==> src/rtl/mfcc_frame_sequencer.sv <==
// Frame-level controller for the MFCC front end: sequences window -> hamming -> FFT per frame,
// holds each power frame until acked, then slides the window and repeats.
module mfcc_frame_sequencer #(
   parameter int unsigned NUM_FRAMES     = 0,
   parameter int unsigned RFFT_BINS      = 257,
   parameter int unsigned TIMEOUT_CYCLES = 65535,
   parameter int unsigned FRAME_IDX_W    = 16
) (
   input  logic                   clk,
   input  logic                   rst_n,
   input  logic                   start_i,
   input  logic                   abort_i,
   input  logic                   window_ready_i,
   output logic                   start_move_o,
   output logic                   hamming_start_o,
   input  logic                   hamming_done_i,
   output logic                   fft_start_o,
   input  logic                   power_valid_i,
   input  logic                   fft_done_i,
   output logic                   frame_valid_o,
   input  logic                   frame_ack_i,
   output logic [FRAME_IDX_W-1:0] frame_idx_o,
   output logic                   busy_o,
   output logic                   done_o,
   output logic                   error_o
);

   localparam int unsigned BinW = $clog2(RFFT_BINS + 2);
   localparam int unsigned WdW  = $clog2(TIMEOUT_CYCLES + 1);
   localparam logic [BinW-1:0] BinMax = BinW'(RFFT_BINS + 1);
   localparam logic [BinW-1:0] BinExp = BinW'(RFFT_BINS);
   localparam logic [WdW-1:0]  WdLast = WdW'(TIMEOUT_CYCLES - 1);

   typedef enum logic [2:0] {
      StIdle, StWaitWin, StHamm, StFft, StHold, StAdvance
   } state_e;

   state_e          state_q;
   logic [BinW-1:0] bin_cnt_q;
   logic [WdW-1:0]  wd_cnt_q;

   logic            bin_inc;
   logic [BinW-1:0] bin_now;
   logic            wd_trip;
   logic            last_frame;

   always_comb begin
      bin_inc    = power_valid_i && (bin_cnt_q != BinMax);
      // Count as it stands including a beat arriving alongside fft_done_i.
      bin_now    = bin_cnt_q + BinW'(bin_inc);
      wd_trip    = (state_q inside {StWaitWin, StHamm, StFft}) && (wd_cnt_q == WdLast);
      last_frame = (NUM_FRAMES != 0) && ((32'(frame_idx_o) + 32'd1) == NUM_FRAMES);
   end

   always_ff @(posedge clk or negedge rst_n) begin
      if (!rst_n) begin
         state_q         <= StIdle;
         bin_cnt_q       <= '0;
         wd_cnt_q        <= '0;
         start_move_o    <= 1'b0;
         hamming_start_o <= 1'b0;
         fft_start_o     <= 1'b0;
         frame_valid_o   <= 1'b0;
         frame_idx_o     <= '0;
         busy_o          <= 1'b0;
         done_o          <= 1'b0;
         error_o         <= 1'b0;
      end else begin
         start_move_o    <= 1'b0;
         hamming_start_o <= 1'b0;
         fft_start_o     <= 1'b0;
         done_o          <= 1'b0;
         wd_cnt_q        <= wd_cnt_q + WdW'(1);

         if (abort_i && (state_q != StIdle)) begin
            state_q       <= StIdle;
            busy_o        <= 1'b0;
            frame_valid_o <= 1'b0;
         end else if (wd_trip) begin
            state_q <= StIdle;
            busy_o  <= 1'b0;
            error_o <= 1'b1;
         end else begin
            unique case (state_q)
               StIdle: begin
                  if (start_i) begin
                     state_q     <= StWaitWin;
                     busy_o      <= 1'b1;
                     error_o     <= 1'b0;
                     frame_idx_o <= '0;
                     wd_cnt_q    <= '0;
                  end
               end
               StWaitWin: begin
                  if (window_ready_i) begin
                     state_q         <= StHamm;
                     hamming_start_o <= 1'b1;
                     wd_cnt_q        <= '0;
                  end
               end
               StHamm: begin
                  if (hamming_done_i) begin
                     state_q     <= StFft;
                     fft_start_o <= 1'b1;
                     bin_cnt_q   <= '0;
                     wd_cnt_q    <= '0;
                  end
               end
               StFft: begin
                  bin_cnt_q <= bin_now;
                  if (fft_done_i) begin
                     if (bin_now != BinExp) error_o <= 1'b1;
                     state_q       <= StHold;
                     frame_valid_o <= 1'b1;
                     wd_cnt_q      <= '0;
                  end
               end
               StHold: begin
                  if (frame_ack_i) begin
                     frame_valid_o <= 1'b0;
                     frame_idx_o   <= frame_idx_o + FRAME_IDX_W'(1);
                     if (last_frame) begin
                        state_q <= StIdle;
                        busy_o  <= 1'b0;
                        done_o  <= 1'b1;
                     end else begin
                        state_q      <= StAdvance;
                        start_move_o <= 1'b1;
                     end
                  end
               end
               StAdvance: begin
                  state_q  <= StWaitWin;
                  wd_cnt_q <= '0;
               end
               default: state_q <= StIdle;
            endcase
         end
      end
   end

endmodule
==> config.mk <==
export PLATFORM = sky130hd
export DESIGN_NAME = mfcc_frame_sequencer
export DESIGN_NICKNAME = d
export VERILOG_FILES = /design/src/rtl/mfcc_frame_sequencer.sv
export SDC_FILE = /design/constraint.sdc
export NUM_CORES = 1
export LEC_CHECK = 0
export CORE_ASPECT_RATIO = 0.7
export CORE_MARGIN = 4
export CORE_UTILIZATION = 56
export CTS_CLUSTER_SIZE = 14
export DETAILED_ROUTE_END_ITERATION = 16
export PLACE_DENSITY = 0.8
export SLEW_MARGIN = 15
export SYNTH_ARGS = -nofsm -noshare
export SYNTH_HDL_FRONTEND = slang
export SYNTH_SLANG_ARGS = --single-unit
==> constraint.sdc <==
create_clock -name clk -period 3.3 [get_ports clk]
set_clock_uncertainty 0.2 [all_clocks]
set_input_delay 0.495 -clock clk [delete_from_list [all_inputs] [get_ports clk]]
set_output_delay 0.495 -clock clk [all_outputs]
set_load 0.02 [all_outputs]
==> impl_metrics.tcl, run 1 <==
set metrics [dict create \
    crit_top_cell "ha_1" \
    critical_path.top_delay_family "simple AND/OR/NAND/NOR gates" \
    max-cap-violations 0 \
    synth_area_um2 2800 \
    synthCells 311 \
    slowest_stage "or4_1" \
    cts_setup_buffers 0 \
    yosysUniqueCellTypes 53 \
    drtPass1Iterations 4 \
    die_y_um 67.1 \
    rsz0062_at_grt "no" \
    hold_class "reg -> reg" \
    port_buffers 30 \
    synth_edf_count 0 \
    ys_ff_latch 50 \
    cp_slowest_stage_delay_ns 0.57 \
    period_needed_ns 3.07 \
    cts-root-buf "clkbuf_8" \
    nNetsFinal 357 \
    finalCritPeriodShare_pct 93.0 \
    holdWs_ns 0.330 \
    drt-total-wl_um 6320 \
    syn_nets 325 \
    area_growth_pct 17.4 \
    hold_viol 0 \
    vias_per_cell 5.85 \
    die-area_um2 6200 \
    grt_max_degree 33 \
    wl_per_cell_um 15.3 \
    synth_compound_area_share_pct 12.8 \
    required_ns 3.30 \
    gr-total-overflow 0 \
    synth_top_family_by_area "simple AND/OR/NAND/NOR gates" \
    synth_area_per_cell_um2 8.99 \
    start_util_pct 58.1 \
    vias 2416 \
    clock_latency_ns 0.31 \
    drt_iter0_drc 159 \
    grt_pass1_wl_um 10700 \
    synthArstFlopShare_pct 100 \
    yosys_most_used_dff "dfrtp_1" \
    criticalPathCategory "reg -> reg" \
    io_pins 32 \
    synthMuxAreaShare_pct 0.403 \
    fin_setup_tns_ns 0 \
    crit_buf_inv 0 \
    core-area_um2 4810 \
    power.leakage_nw 1.35 \
    r2r_slack_ns 0.23 \
    power_density_nw_per_um2 521 \
    synthAdderAreaFrac_pct 2.24 \
    worstSetupEndpointType "register" \
    cts_made_buffers 5 \
    finalInstanceArea_um2 3280 \
    path_clk_slew_ns 0.10 \
    synth-simple-area-share_pct 28.5 \
    worstPathArrival_ns 3.07 \
    antenna_found_initial 0 \
    die_w_um 92.4 \
    synth-warning-count 0 \
    antennaDiodeCount 0 \
    post_route_cells_drive_above_1_share_pct 7.27 \
    synth-xor-area-share_pct 8.15 \
    clock-sinks 50 \
    max_freq_mhz 326 \
    hold_start "bin_cnt_q[8]" \
    grt_pass1_vias 2240 \
    ir_worst_vdd_mv 0.279 \
    r2r-start "bin_cnt_q[3]" \
    place_congestion 0.903 \
    total_power_w 0.00171 \
    grtUsageTotal_pct 22.0 \
    finalSetupViolations 0 \
    status "finished, final reports clean" \
    htree_levels 2 \
    dp_hpwl_um 4520 \
    yosysSeqAreaShare_pct 44.8 \
    path_max_fanout 8 \
    rows 21 \
    worst_slew_pin_slew_ns 0.621 \
    critical_path.startpoint "bin_cnt_q[3]" \
    drcViolationCount 0 \
    worstSetupStartpointType "register" \
    cts_tree "built" \
    cts_buffer_depth 2 \
    ant_nets 0 \
    slew_headroom_pct 58.3 \
    placed_area_um2 3160 \
    path_cells "or4_1 -> o31a_1 -> ha_1 -> ha_1 -> a21boi_0 -> o21ai_0 -> mux2_2 -> nor4b_2 -> a31oi_1" \
    slew_viol_final 0 \
]
-- synth_stat cells, types with 4 or more instances --
master / count / share of area (%)
a21oi_1: 8 / 1.4
nor2b_1: 5 / 1.1
nand2b_1: 5 / 1.1
nor4_1: 4 / 0.90
clkbuf_1: 4 / 0.54
o21ai_0: 21 / 3.8
nor2_1: 45 / 6.0
xor2_1: 15 / 4.7
xnor2_1: 11 / 3.4
nand2_1: 26 / 3.5
dfrtp_1: 50 / 45
nor3_1: 12 / 2.1
buf_2: 5 / 0.90
inv_1: 10 / 1.3
nand3_1: 21 / 3.8
ha_1: 5 / 2.2
nand4_1: 8 / 1.8
-- logic make-up (layout without fill, tap and decap cells) --
| group | after synthesis | in the layout |
|---|---|---|
| AO/OA/AOI/OAI | 55 | 55 |
| XOR/XNOR | 26 | 26 |
| adder cells (fa/ha/maj) | 5 | 5 |
| buffers and inverters | 20 | 53 |
| flip-flops | 50 | 50 |
| multiplexers | 1 | 1 |
| other | 1 | 1 |
| AND/OR/NAND/NOR | 153 | 153 |
-- per-stage QoR --
stage | utilization (%) | instances | worst slack (ns)
2_1_floorplan | - | 311 | 0.465
3_3_place_gp | 65.7 | 404 | 0.334
3_5_place_dp | 65.7 | 404 | 0.195
4_1_cts | 68.1 | 413 | 0.183
5_1_grt | 68.2 | 413 | 0.136
6_report | 68.2 | 413 | 0.232
-- area by class of cell --
cell class | count | area [um^2]
flip-flops and latches | 50 | 1250
clock inverters | 1 | 8.76
inverters | 10 | 37.5
fillers | 400 | 1530
clock buffers | 7 | 96.3
multi-input cells | 241 | 1470
well taps | 69 | 86.3
repair buffers | 35 | 335
-- sequential cells by signal (all words and copies together) (netlist names) --
signal           flops
bin_cnt_q            9
frame_idx_o         16
frame_valid_o        1
start_move_o         1
error_o              1
busy_o               1
hamming_start_o      1
state_q              3
fft_start_o          1
wd_cnt_q            16
-- placed cells by master, fill, tap and decap left out, types with 2 or more instances in the layout --
| master | count |
|---|---|
| o31ai_1 | 3 |
| nand3_1 | 21 |
| nor3_1 | 12 |
| clkdlybuf4s50_1 | 29 |
| nor4_1 | 4 |
| or4_1 | 2 |
| buf_4 | 4 |
| a31oi_1 | 3 |
| nand3b_1 | 2 |
| nor2b_1 | 5 |
| nor2_1 | 45 |
| nand4_1 | 8 |
| and2_1 | 2 |
| ha_1 | 5 |
| nor3b_1 | 3 |
| nand2b_1 | 5 |
| nand2_1 | 26 |
| clkbuf_8 | 7 |
| o2111ai_1 | 2 |
| o22ai_1 | 3 |
| a21oi_1 | 8 |
| inv_1 | 10 |
| nand3_2 | 2 |
| o21ai_0 | 21 |
| and3_1 | 3 |
| xnor2_1 | 11 |
| a211oi_1 | 2 |
| xor2_1 | 15 |
| or3_1 | 3 |
| and3b_1 | 2 |
| dfrtp_1 | 50 |
| a21boi_0 | 2 |
-- power breakdown --
group | switching, W | total, W | internal, W
Sequential | 0.000119 | 0.000796 | 0.000676
Combinational | 0.000302 | 0.000510 | 0.000208
Clock | 0.000211 | 0.000403 | 0.000192
-- routing by layer --
| layer | part of all wire, % | track usage (%) | up-vias |
|---|---|---|---|
| met5 | 0 | 0 | - |
| met4 | 0.57 | 6.67 | 0 |
| met3 | 6.0 | 6.09 | 6 |
| met2 | 45 | 33.7 | 75 |
| met1 | 49 | 30.5 | 1166 |
| li1 | - | - | 1169 |
-- what timing repair did --
item | in CTS | in global routing
hold buffers | 1 | 0
setup endpoints to repair | 0 | 1
gates resized for setup | 0 | 1
endpoints found under the hold margin | 18 | 0
-- worst paths after layout --
kind                                endpoint  cells past startpoint
min in group asynchronous        fft_start_o                      2
max in group asynchronous       bin_cnt_q[8]                      3
worst min register to register  bin_cnt_q[8]                      1
worst min-delay path            bin_cnt_q[8]                      1
worst max-delay path                 error_o                      9
worst max register to register       error_o                      9
(Power assumes the default switching activity.)
==> run 2, diff against run 1 <==
- CAP_MARGIN: default -> 10
==> results of run 2 <==
No change in the layout: final DEF, timing and power equal those of run 1.
==> run 3, diff against run 2 <==
- CORE_ASPECT_RATIO: 0.7 -> 1.1
- SLEW_MARGIN: 15 -> 10
==> run 3 against run 2 <==
First-iteration DRC count up 23%. Clock power up 9.9%. Cell count down 3.1%. Clock-buffer cell count down 2. Worst hold slack worse by 0.010 ns. Non-clock buffer count unchanged. Register-to-register slack worse by 0.02 ns. Maximum frequency down 0.77%. Core utilization up 0.53 points.
==> impl_metrics.tcl, run 3 (synthesized netlist as in run 1, its figures left out) <==
set metrics [dict create \
    post_route_cells_drive_above_1_share_pct 6.98 \
    ant_nets 0 \
    criticalPathCategory "reg -> reg" \
    ir_worst_vdd_mv 0.277 \
    vias_per_cell 5.93 \
    status "finished, final reports clean" \
    htree_levels 2 \
    final_common_cell "dfrtp_1" \
    wl_per_cell_um 15.0 \
    start_util_pct 58.9 \
    total_power_w 0.00173 \
    worstPathArrival_ns 3.09 \
    drt_iter0_drc 196 \
    die-area_um2 6190 \
    die_y_um 82.1 \
    clock_latency_ns 0.31 \
    die_w_um 75.4 \
    worstSetupEndpointType "register" \
    hold_class "reg -> reg" \
    port_buffers 30 \
    grt_pass1_wl_um 10400 \
    grtUsageTotal_pct 21.6 \
    hold_viol 0 \
    drt-total-wl_um 6000 \
    clock-sinks 50 \
    period_needed_ns 3.09 \
    drtPass1Iterations 4 \
    cts_tree "built" \
    cts_buffer_depth 2 \
    worst_slew_pin_slew_ns 0.692 \
    max_freq_mhz 323 \
    grt_max_degree 33 \
    vias 2372 \
    rsz0062_at_grt "no" \
    fin_setup_tns_ns 0 \
    post_cts_resized 0 \
    area_growth_pct 16.8 \
    antenna_found_initial 0 \
    power.leakage_nw 1.35 \
    slew_headroom_pct 53.9 \
    fillerInstances 392 \
    cts-root-buf "clkbuf_8" \
    cts_made_buffers 5 \
    reg_top3 "frame_idx_o: 16 flops, wd_cnt_q: 16 flops, bin_cnt_q: 9 flops" \
    finalCritPeriodShare_pct 93.7 \
    final_cell_mix "50 x dfrtp_1, 45 x nor2_1, 29 x clkdlybuf4s50_1" \
    worstSetupStartpointType "register" \
    nNetsFinal 357 \
    place_congestion 0.871 \
    drcViolationCount 0 \
    dp_hpwl_um 4240 \
    core-area_um2 4750 \
    slew_viol_final 0 \
    power_density_nw_per_um2 529 \
    path_clk_slew_ns 0.10 \
    rows 26 \
    io_pins 32 \
    gr-total-overflow 0 \
    grt_pass1_vias 2366 \
    required_ns 3.29 \
    antennaDiodeCount 0 \
    path_max_fanout 8 \
    finalSetupViolations 0 \
    max-cap-violations 0 \
]
[run 3: changes by cell type in the layout (fill, tap and decap cells not counted)]
cell	delta
clkbuf_8	-2
bufinv_16	+1
clkinv_2	+1
clkinv_4	-1
inv_6	+1
nor4b_1	+1
nor4b_2	-1
[run 3: stage by stage]
step | hold WS, ns | setup slack (ns) | utilization (%) | std cells | instance area (um^2)
6_report | 0.320 | 0.208 | 68.8 | 400 | 3270
5_1_grt | 0.351 | 0.0570 | 68.8 | 400 | 3270
4_1_cts | 0.324 | 0.233 | 68.8 | 400 | 3270
3_5_place_dp | 0.269 | 0.248 | 66.2 | 391 | 3140
3_3_place_gp | 0.259 | 0.323 | 66.2 | 391 | 3140
2_1_floorplan | -0.000591 | 0.465 | - | 311 | 2800
[run 3: final cells by class]
cell class              count  area (um^2)  share of cell area, %
clock buffers               5         68.8                   2.11
clock inverters             3         43.8                   1.34
inverters                  10         37.5                   1.15
multi-input cells         241         1460                   44.7
flip-flops and latches     50         1250                   38.3
well taps                  56         70.1                   2.15
repair buffers             35          335                   10.3
[run 3: report_power, final]
| part | internal [W] | leakage (nW) | switching, W |
|---|---|---|---|
| Combinational | 0.000199 | 0.605 | 0.000292 |
| Sequential | 0.000676 | 0.687 | 0.000116 |
| Clock | 0.000228 | 0.0585 | 0.000215 |
| Total | 0.00110 | 1.35 | 0.000623 |
[run 3: final timing paths]
kind	startpoint	end	slack [ns]	cells past startpoint
setup / recovery	bin_cnt_q[5]	error_o	0.21	9
hold / removal	wd_cnt_q[0]	wd_cnt_q[0]	0.32	1
setup reg to reg	bin_cnt_q[5]	error_o	0.21	9
hold reg to reg	wd_cnt_q[0]	wd_cnt_q[0]	0.32	1
max in group asynchronous	rst_n	bin_cnt_q[7]	1.65	3
min in group asynchronous	rst_n	frame_idx_o[1]	0.45	2
[run 3: repair_timing]
action	in CTS	in global routing
endpoints found under the hold margin	18	0
hold buffers	1	0
setup buffers	0	0
setup endpoints to repair	0	0
[run 3: per-layer routing]
layer,global-route usage [%],share of wire (%),up-vias
met1,29.2,43,1139
met5,0,0,-
met4,7.17,1.2,0
li1,-,-,1163
met2,35.7,50,62
met3,2.91,5.2,8
[run 3: critical path: stages, from the launching register on]
cell and delay (ns):
dfrtp_1 0.44, or4_1 0.57, o31a_1 0.31, ha_1 0.21, ha_1 0.28, a21boi_0 0.19
o21ai_0 0.12, mux2_2 0.27, nor4b_1 0.27, a31oi_1 0.12
